$ cat config.mk
export PLATFORM = sky130hd
export DESIGN_NAME = warp_fetch_nport_flat
export DESIGN_NICKNAME = d
export VERILOG_FILES = /design/src/rtl/warp_fetch_nport_pkg.sv /design/src/rtl/warp_fetch_nport_if.sv /design/src/rtl/warp_fetch_nport_fetch_port_pipe.sv /design/src/rtl/warp_fetch_nport.sv /design/src/flat_wrapper.sv
export SDC_FILE = /design/constraint.sdc
export NUM_CORES = 1
export LEC_CHECK = 0
export BUFFER_PORTS_ARGS = -buffer_cell sky130_fd_sc_hd__clkbuf_2
export CELL_PAD_IN_SITES_DETAIL_PLACEMENT = 1
export CELL_PAD_IN_SITES_GLOBAL_PLACEMENT = 2
export CORE_MARGIN = 2
export CORE_UTILIZATION = 30
export CTS_CLUSTER_DIAMETER = 150
export DETAILED_ROUTE_END_ITERATION = 8
export PLACE_DENSITY = 0.95
export SLEW_MARGIN = 30
export SYNTH_ARGS = -nofsm -noshare
export SYNTH_HDL_FRONTEND = slang
export SYNTH_SLANG_ARGS = --single-unit
$ cat constraint.sdc
create_clock -name clk -period 3.9 [get_ports clk]
set_input_delay 0.585 -clock clk [delete_from_list [all_inputs] [get_ports clk]]
set_output_delay 0.585 -clock clk [all_outputs]
set_load 0.02 [all_outputs]
$ cat src/rtl/warp_fetch_nport_pkg.sv
// Shared fetch-stage defaults and one-hot helpers.
// Used by the fetch pipe and the multi-port top.
package warp_fetch_nport_pkg;

  localparam int NUM_WARPS_D = 8;
  localparam int NUM_PORTS_D = 2;
  localparam int PC_W_D      = 32;
  localparam int IC_ADDR_W_D = 12;
  localparam int IC_LAT_D    = 2;

  // Helpers take a wide vector so any warp count up to 64 fits.
  localparam int MAX_WARPS = 64;
  typedef logic [MAX_WARPS-1:0] wvec_t;

  function automatic logic is_onehot(wvec_t v);
    return (v != '0) && ((v & (v - wvec_t'(1))) == '0);
  endfunction

  function automatic int oh_index(wvec_t v);
    int r;
    r = 0;
    for (int i = 0; i < MAX_WARPS; i++)
      if (v[i]) r = i;
    return r;
  endfunction

endpackage

$ cat src/rtl/warp_fetch_nport_if.sv
// I-cache read port bundle: enable, per-port address, per-port data.
// master = fetch stage, slave = cache.
interface warp_fetch_nport_if #(
  parameter int NUM_PORTS = 2,
  parameter int IC_ADDR_W = 12
);

  logic                          ICache_En_IF;
  logic [NUM_PORTS*IC_ADDR_W-1:0] ICache_Addr_IF;
  logic [NUM_PORTS*32-1:0]        ICache_Rdata_IF;

  modport master (
    output ICache_En_IF,
    output ICache_Addr_IF,
    input  ICache_Rdata_IF
  );

  modport slave (
    input  ICache_En_IF,
    input  ICache_Addr_IF,
    output ICache_Rdata_IF
  );

endinterface

$ cat src/rtl/warp_fetch_nport_fetch_port_pipe.sv
// One fetch port: PC select by one-hot grant, then an IC_LAT-deep
// valid/pc pipe with per-warp kill and global hold.
module fetch_port_pipe
  import warp_fetch_nport_pkg::*;
#(
  parameter int NUM_WARPS = NUM_WARPS_D,
  parameter int PC_W      = PC_W_D,
  parameter int IC_ADDR_W = IC_ADDR_W_D,
  parameter int IC_LAT    = IC_LAT_D
) (
  input  logic                      clk,
  input  logic                      rst_n,
  input  logic [NUM_WARPS-1:0]      grant,
  input  logic                      accept,
  input  logic                      stall,
  input  logic [NUM_WARPS-1:0]      flush,
  input  logic [NUM_WARPS*PC_W-1:0] pc_all,
  input  logic [31:0]               rdata,
  output logic [IC_ADDR_W-1:0]      addr,
  output logic [NUM_WARPS-1:0]      valid_out,
  output logic [31:0]               instr,
  output logic [PC_W-1:0]           pc_plus4,
  output logic [NUM_WARPS-1:0]      busy
);

  logic [NUM_WARPS-1:0] vq [IC_LAT];
  logic [PC_W-1:0]      pq [IC_LAT];
  logic [PC_W-1:0]      sel_pc;
  logic [NUM_WARPS-1:0] last_v;

  // Idle or malformed grant still reads PC0; the read is discarded.
  always_comb begin
    sel_pc = pc_all[PC_W-1:0];
    if (is_onehot(wvec_t'(grant)))
      sel_pc = pc_all[oh_index(wvec_t'(grant))*PC_W +: PC_W];
  end

  assign addr = sel_pc[IC_ADDR_W-1:0];

  always_ff @(posedge clk or negedge rst_n) begin
    if (!rst_n) begin
      for (int k = 0; k < IC_LAT; k++) begin
        vq[k] <= '0;
        pq[k] <= '0;
      end
    end else if (stall) begin
      // Held, but flushes still kill.
      for (int k = 0; k < IC_LAT; k++)
        vq[k] <= vq[k] & ~flush;
    end else begin
      vq[0] <= (accept ? grant : '0) & ~flush;
      pq[0] <= sel_pc;
      for (int k = 1; k < IC_LAT; k++) begin
        vq[k] <= vq[k-1] & ~flush;
        pq[k] <= pq[k-1];
      end
    end
  end

  always_comb begin
    busy = '0;
    for (int k = 0; k < IC_LAT; k++)
      busy = busy | vq[k];
  end

  assign last_v    = vq[IC_LAT-1];
  assign valid_out = last_v;
  assign instr     = (|last_v) ? rdata : '0;
  assign pc_plus4  = (|last_v) ? pq[IC_LAT-1] + PC_W'(4) : '0;

endmodule

$ cat src/rtl/warp_fetch_nport.sv
// Multi-port warp fetch stage between RR scheduler and ID.
// Ports: clk/rst_n, I-cache bundle (ic), PCs, grants, flushes,
// stall in; instr/pc+4/valid, grant ack, inflight, grant error out.
module warp_fetch_nport
  import warp_fetch_nport_pkg::*;
#(
  parameter int NUM_WARPS = NUM_WARPS_D,
  parameter int NUM_PORTS = NUM_PORTS_D,
  parameter int PC_W      = PC_W_D,
  parameter int IC_ADDR_W = IC_ADDR_W_D,
  parameter int IC_LAT    = IC_LAT_D
) (
  input  logic                           clk,
  input  logic                           rst_n,
  warp_fetch_nport_if.master             ic,
  input  logic [NUM_WARPS*PC_W-1:0]      PC_PC_IF,
  input  logic [NUM_PORTS*NUM_WARPS-1:0] GRT_raw_RR_IF,
  input  logic [NUM_WARPS-1:0]           UpdatePC_Qual1_SIMT_IF,
  input  logic [NUM_WARPS-1:0]           UpdatePC_Qual2_SIMT_IF,
  input  logic [NUM_PORTS*NUM_WARPS-1:0] UpdatePC_Qual3_ID_IF,
  input  logic                           Stall_ID_IF,
  output logic [NUM_PORTS*32-1:0]        Instr_IF_ID,
  output logic [NUM_PORTS*PC_W-1:0]      PC_plus4_IF_ID,
  output logic [NUM_PORTS*NUM_WARPS-1:0] Valid_IF_ID,
  output logic [NUM_PORTS-1:0]           Grant_Ack_IF_RR,
  output logic [NUM_WARPS-1:0]           Inflight_IF_RR,
  output logic                           Grant_Err_IF
);

  logic [NUM_WARPS-1:0]           gnt  [NUM_PORTS];
  logic [NUM_WARPS-1:0]           busy [NUM_PORTS];
  logic [NUM_PORTS-1:0]           oh;
  logic [NUM_PORTS-1:0]           bad;
  logic [NUM_PORTS-1:0]           dup;
  logic [NUM_PORTS-1:0]           ack;
  logic [NUM_WARPS-1:0]           flush;
  logic [NUM_PORTS*IC_ADDR_W-1:0] addr_v;
  logic                           err_q;

  always_comb begin
    flush = UpdatePC_Qual1_SIMT_IF | UpdatePC_Qual2_SIMT_IF;
    for (int p = 0; p < NUM_PORTS; p++)
      flush = flush
            | UpdatePC_Qual3_ID_IF[p*NUM_WARPS +: NUM_WARPS];
  end

  for (genvar p = 0; p < NUM_PORTS; p++) begin : g_gnt
    assign gnt[p] = GRT_raw_RR_IF[p*NUM_WARPS +: NUM_WARPS];
    assign oh[p]  = is_onehot(wvec_t'(gnt[p]));
    assign bad[p] = !oh[p] && (gnt[p] != '0);
  end

  // Lower port wins a duplicate one-hot grant.
  always_comb begin
    dup = '0;
    ack = '0;
    for (int p = 0; p < NUM_PORTS; p++) begin
      for (int q = 0; q < p; q++)
        if (oh[q] && oh[p] && gnt[q] == gnt[p])
          dup[p] = 1'b1;
      ack[p] = oh[p] && !dup[p] && !Stall_ID_IF
            && !(|(gnt[p] & flush));
    end
  end

  assign Grant_Ack_IF_RR = ack;

  always_ff @(posedge clk or negedge rst_n) begin
    if (!rst_n) err_q <= 1'b0;
    else        err_q <= err_q | (|bad) | (|dup);
  end

  assign Grant_Err_IF = err_q;

  for (genvar p = 0; p < NUM_PORTS; p++) begin : g_port
    fetch_port_pipe #(
      .NUM_WARPS (NUM_WARPS),
      .PC_W      (PC_W),
      .IC_ADDR_W (IC_ADDR_W),
      .IC_LAT    (IC_LAT)
    ) u_pipe (
      .clk       (clk),
      .rst_n     (rst_n),
      .grant     (gnt[p]),
      .accept    (ack[p]),
      .stall     (Stall_ID_IF),
      .flush     (flush),
      .pc_all    (PC_PC_IF),
      .rdata     (ic.ICache_Rdata_IF[p*32 +: 32]),
      .addr      (addr_v[p*IC_ADDR_W +: IC_ADDR_W]),
      .valid_out (Valid_IF_ID[p*NUM_WARPS +: NUM_WARPS]),
      .instr     (Instr_IF_ID[p*32 +: 32]),
      .pc_plus4  (PC_plus4_IF_ID[p*PC_W +: PC_W]),
      .busy      (busy[p])
    );
  end

  always_comb begin
    Inflight_IF_RR = '0;
    for (int p = 0; p < NUM_PORTS; p++)
      Inflight_IF_RR = Inflight_IF_RR | busy[p];
  end

  assign ic.ICache_En_IF   = !Stall_ID_IF;
  assign ic.ICache_Addr_IF = addr_v;

endmodule
$ cat src/flat_wrapper.sv
// flat-port wrapper written by rule: the top's interface ports become plain ports
module warp_fetch_nport_flat import warp_fetch_nport_pkg::*;
#(
  parameter int NUM_WARPS = NUM_WARPS_D,
  parameter int NUM_PORTS = NUM_PORTS_D,
  parameter int PC_W      = PC_W_D,
  parameter int IC_ADDR_W = IC_ADDR_W_D,
  parameter int IC_LAT    = IC_LAT_D
)
  (clk, rst_n, PC_PC_IF, GRT_raw_RR_IF, UpdatePC_Qual1_SIMT_IF, UpdatePC_Qual2_SIMT_IF, UpdatePC_Qual3_ID_IF, Stall_ID_IF, Instr_IF_ID, PC_plus4_IF_ID, Valid_IF_ID, Grant_Ack_IF_RR, Inflight_IF_RR, Grant_Err_IF, ic_ICache_En_IF, ic_ICache_Addr_IF, ic_ICache_Rdata_IF);
  warp_fetch_nport_if #(.NUM_PORTS(NUM_PORTS), .IC_ADDR_W(IC_ADDR_W)) ic_i ();
  input  logic clk;
  input  logic rst_n;
  input  logic [NUM_WARPS*PC_W-1:0] PC_PC_IF;
  input  logic [NUM_PORTS*NUM_WARPS-1:0] GRT_raw_RR_IF;
  input  logic [NUM_WARPS-1:0] UpdatePC_Qual1_SIMT_IF;
  input  logic [NUM_WARPS-1:0] UpdatePC_Qual2_SIMT_IF;
  input  logic [NUM_PORTS*NUM_WARPS-1:0] UpdatePC_Qual3_ID_IF;
  input  logic Stall_ID_IF;
  output logic [NUM_PORTS*32-1:0] Instr_IF_ID;
  output logic [NUM_PORTS*PC_W-1:0] PC_plus4_IF_ID;
  output logic [NUM_PORTS*NUM_WARPS-1:0] Valid_IF_ID;
  output logic [NUM_PORTS-1:0] Grant_Ack_IF_RR;
  output logic [NUM_WARPS-1:0] Inflight_IF_RR;
  output logic Grant_Err_IF;
  output wire logic [$bits(ic_i.ICache_En_IF)-1:0] ic_ICache_En_IF;
  output wire logic [$bits(ic_i.ICache_Addr_IF)-1:0] ic_ICache_Addr_IF;
  input wire logic [$bits(ic_i.ICache_Rdata_IF)-1:0] ic_ICache_Rdata_IF;
  assign ic_ICache_En_IF = ic_i.ICache_En_IF;
  assign ic_ICache_Addr_IF = ic_i.ICache_Addr_IF;
  assign ic_i.ICache_Rdata_IF = ic_ICache_Rdata_IF;
  warp_fetch_nport #(.NUM_WARPS(NUM_WARPS), .NUM_PORTS(NUM_PORTS), .PC_W(PC_W), .IC_ADDR_W(IC_ADDR_W), .IC_LAT(IC_LAT)) u_core (.clk(clk), .rst_n(rst_n), .ic(ic_i), .PC_PC_IF(PC_PC_IF), .GRT_raw_RR_IF(GRT_raw_RR_IF), .UpdatePC_Qual1_SIMT_IF(UpdatePC_Qual1_SIMT_IF), .UpdatePC_Qual2_SIMT_IF(UpdatePC_Qual2_SIMT_IF), .UpdatePC_Qual3_ID_IF(UpdatePC_Qual3_ID_IF), .Stall_ID_IF(Stall_ID_IF), .Instr_IF_ID(Instr_IF_ID), .PC_plus4_IF_ID(PC_plus4_IF_ID), .Valid_IF_ID(Valid_IF_ID), .Grant_Ack_IF_RR(Grant_Ack_IF_RR), .Inflight_IF_RR(Inflight_IF_RR), .Grant_Err_IF(Grant_Err_IF));
endmodule
==> run summary <==
The most common cell in the synthesized netlist is nand2_1. The max-slew violation count is 0. The top fanout value on the critical path is 15. The worst register-to-register path has a depth of 2. After Yosys synthesis, XOR and XNOR cells account for 3.64% of the synthesized area. The share of the clock period used by the worst path came out at 96.6%. The number of nets still failing antenna checks after routing is 0.

The clock transition time at the flip-flop clock pins of the worst setup and hold paths is 0.06 ns. The clock tree buffer depth is 2. For this design, the sink count on the clock tree is 161. The die covers 0.0474 mm^2. The highest attainable clock frequency came out at 0.265 GHz. The maximum number of pins on one net before global-route repair came out at 106. The startpoint identified for the worst register-to-register timing path is u_core.Grant_Err_IF. The iteration-0 DRC count of the detailed router is 1333. The min-delay analysis places its worst path in the category in -> reg. The initial utilization of the core area, before any placement, comes to 30.3%. The number of primary I/O pins is 551. The power density relative to cell area is 292 mW/mm^2. In the global route stage, overall resource usage came out at 29.2%.

The count of synthesis-stage warnings from yosys is 0. The met2 demand-to-capacity share in global routing is 47.7%. The maximum ir drop on the vdd rail is 270 uV. The number of standard cells in the layout, taps in and fillers out is 2738. The global routing's busiest layer is met2. Using the TritonRoute via totals, the vias-per-cell ratio works out to 5.79. The detailed placement HPWL came out at 58100 um.

The setup fix buffers added after clock tree synthesis is 0. The final non-filler cell area came out at 0.0174 mm^2. The startpoint kind of the worst setup timing path is an input port.

Along the worst hold path, the cell count comes to 3. The area growth from synthesis to final layout is 26.8%. Summing the sequential cell areas from Yosys gives 29.4% of the chip area.

For the worst setup path, the data required time is 3.31 ns. The worst setup path is captured at an output pin. The share of synthesized area in the top cell type comes to 29.4%. Global routing consumed, on the met3 layer, 6.04% of the routing resources. The start point of the critical path is GRT_raw_RR_IF[11]. At the end of the flow, the number of nets in the layout was 2492. By area the synthesized netlist is led by dfrtp_1, mux2_2, mux2i_1, nand2_1, nor2_1. Clock tree synthesis inserted a total of 17 buffers. The cell area after placement is 0.0167 mm^2. The quantity of I/O buffers inserted on ports came out at 550.

The worst-case clock skew came out at 0.0108 ns. The initial antenna violation count is 14. The mux share of post-synthesis cell area is 12.9%. The first-pass GRT wire length is 104000 um. Data arrives at the worst endpoint at 3.18 ns.

The standard cell core area is 0.0453 mm^2. The wire length per cell came out at 26.3 um. The iteration count of the initial detailed-routing pass is 5. The leakage power summed over all cells is 8.27 nW. After Yosys synthesis, full adders, half adders and majority gates account for 0.256% of the synthesized area. Yosys mapped the design onto 60 distinct sky130hd cell types.

Counting instances in the post-synthesis netlist gives the leading cell types as nand2_1, dfrtp_1, nor2_1, clkbuf_1, mux2_2. The number of standard cells after synthesis came out at 1694. The number of rows in the core area came out at 78. The flow ran to the end, and the final reports show no timing, DRC or antenna violations. The number of vias in the routed layout is 15844.

The insertion delay to the later sink of the worst-skew pair is 0.45 ns. The placer congestion estimate came out at 0.990. Setup repair after global routing left no endpoint under its margin. The number of global-route vias before repair came out at 15709. The mean post-synth cell area is 8.09 um^2. The proportion of register bits with asynchronous set or reset after synthesis is 100%. At the pin with the least slew margin, the transition time is 1.05 ns. By startpoint and endpoint, the worst setup path is classified as in -> out. The synthesized design spends more area on one cell type than any other, namely dfrtp_1. TritonCTS built the clock tree. The final-layout setup total negative slack came out at 0 ns. The tree is rooted in a clkbuf_16. The basic-gate share of the synthesized area counting and, or, nand and nor cells is 21.5%. The hold violation count in the final report came out at 0. The post-synthesis instance area is 0.0137 mm^2. The number of synthesized flops with an enable pin is 0. The final setup violation count is 0. After detailed placement, the design holds a cell count of 2698. The die outline height came out at 218 um. The post-detailed-route DRC marker count is 0. The met1 layer usage reported by global route is 39.2%.

Once layout is complete, the utilization of the core stands at 38.4%. The main combinational cell family by area after synthesis is compound AO/OA/AOI/OAI gates. The routed wire length came out at 72100 um. The total congestion overflow after global routing came out at 0. The number of nets in the synthesized netlist came out at 2067. The relative max-transition margin is 28.0%. The number of maximum-capacitance violations came out at 0. The number of H-tree levels is 4.

The most instantiated flip-flop cell in the synthesis netlist is dfrtp_1. Synthesis inferred 161 register bits. The startpoint identified for the worst hold timing path is PC_PC_IF[22]. The fraction of the mapped netlist area in compound gates came out at 23.7%. The horizontal die dimension is 218 um. The fraction of final layout cells with drive strength greater than 1 is 36.4%.

The worst path needs 3.77 ns of the cycle, external delays included.
==> flip-flops by register name (all words and copies together), names as in the netlist <==
register,flops
u_core.g_port.u_pipe.pq,128
u_core.g_port.u_pipe.vq,16
u_core.Grant_Err_IF,1
u_core.g_port.u_pipe.valid_out,16
==> what timing repair did <==
item                       in CTS  in global routing
resized for setup               0                  1
hold buffers                    0                  1
setup endpoints to repair       0                  4
hold endpoints to repair        0                 23
==> worst paths after layout <==
kind / endpoint / slack, ns
max in group asynchronous: u_core.g_port[1].u_pipe.pq[33] / 2.26
setup / recovery: ic_ICache_Addr_IF[12] / 0.13
min in group asynchronous: u_core.g_port[0].u_pipe.pq[14] / 0.56
hold / removal: u_core.g_port[1].u_pipe.pq[54] / 0.45
setup reg to reg: u_core.Grant_Err_IF / 2.99
hold reg to reg: u_core.g_port[1].u_pipe.pq[17] / 0.51
==> metal layers <==
metal	share of wire, %	vias up
li1	-	7057
met1	43	7943
met2	46	752
met3	8.1	82
met4	2.1	10
met5	0.090	-
==> cells in the final DEF (no fill, tap or decap), drive strengths merged, types with 20 or more instances in the layout <==
master	Yosys	layout
nand2	163	163
nand3	49	49
mux2	96	96
clkbuf	121	565
a21oi	83	83
and2	75	75
mux2i	68	68
a221o	33	33
a31oi	51	51
xor2	46	46
nor2	135	135
o21ai	57	57
a221oi	33	33
a211o	22	22
and3	42	42
dfrtp	161	161
nor2b	23	23
inv	66	70
buf	80	59
o211ai	21	21
a2111oi	20	20
nor4	26	26
o22ai	36	36
==> cell families (layout without fill, tap and decap cells) <==
family	Yosys count	count (layout)
compound gates	455	455
xor+xnor	57	57
fa+ha+maj	3	3
buf+inv	267	705
flops	161	161
mux	164	164
other cells	0	6
simple gates	587	587
==> stage by stage <==
stage	hold WS, ns	power [W]	worst slack, ns
floorplan	0.289	0.00277	0.857
global placement	0.483	0.00337	0.257
detailed placement	0.495	0.00342	0.206
CTS	0.244	0.00510	0.0366
global route	0.452	0.00531	0.0720
finish	0.448	0.00507	0.131
==> worst max-delay path: stages <==
cell and delay, ns:
clkbuf_2 0.22, or4_4 0.62, a21oi_1 0.18, nor2_2 0.21
nor2_2 0.64, o32a_1 0.47, clkbuf_2 0.24
==> final cells by class <==
class,count,area (um^2)
timing repair buffer,607,3230
inverter,66,248
clock inverter,14,131
multi-input combinational,1266,8530
fill,5589,27900
tap,600,751
antenna,6,15.0
sequential,161,4030
clock buffer,18,439
==> report_power, final <==
part	leakage, nW	switching [W]	internal [W]
Sequential	1.94	0.000210	0.00184
Combinational	6.05	0.000799	0.000568
Clock	0.275	0.000753	0.000903
Total	8.27	0.00176	0.00331
Note: power is estimated with default switching activity, not from simulation.
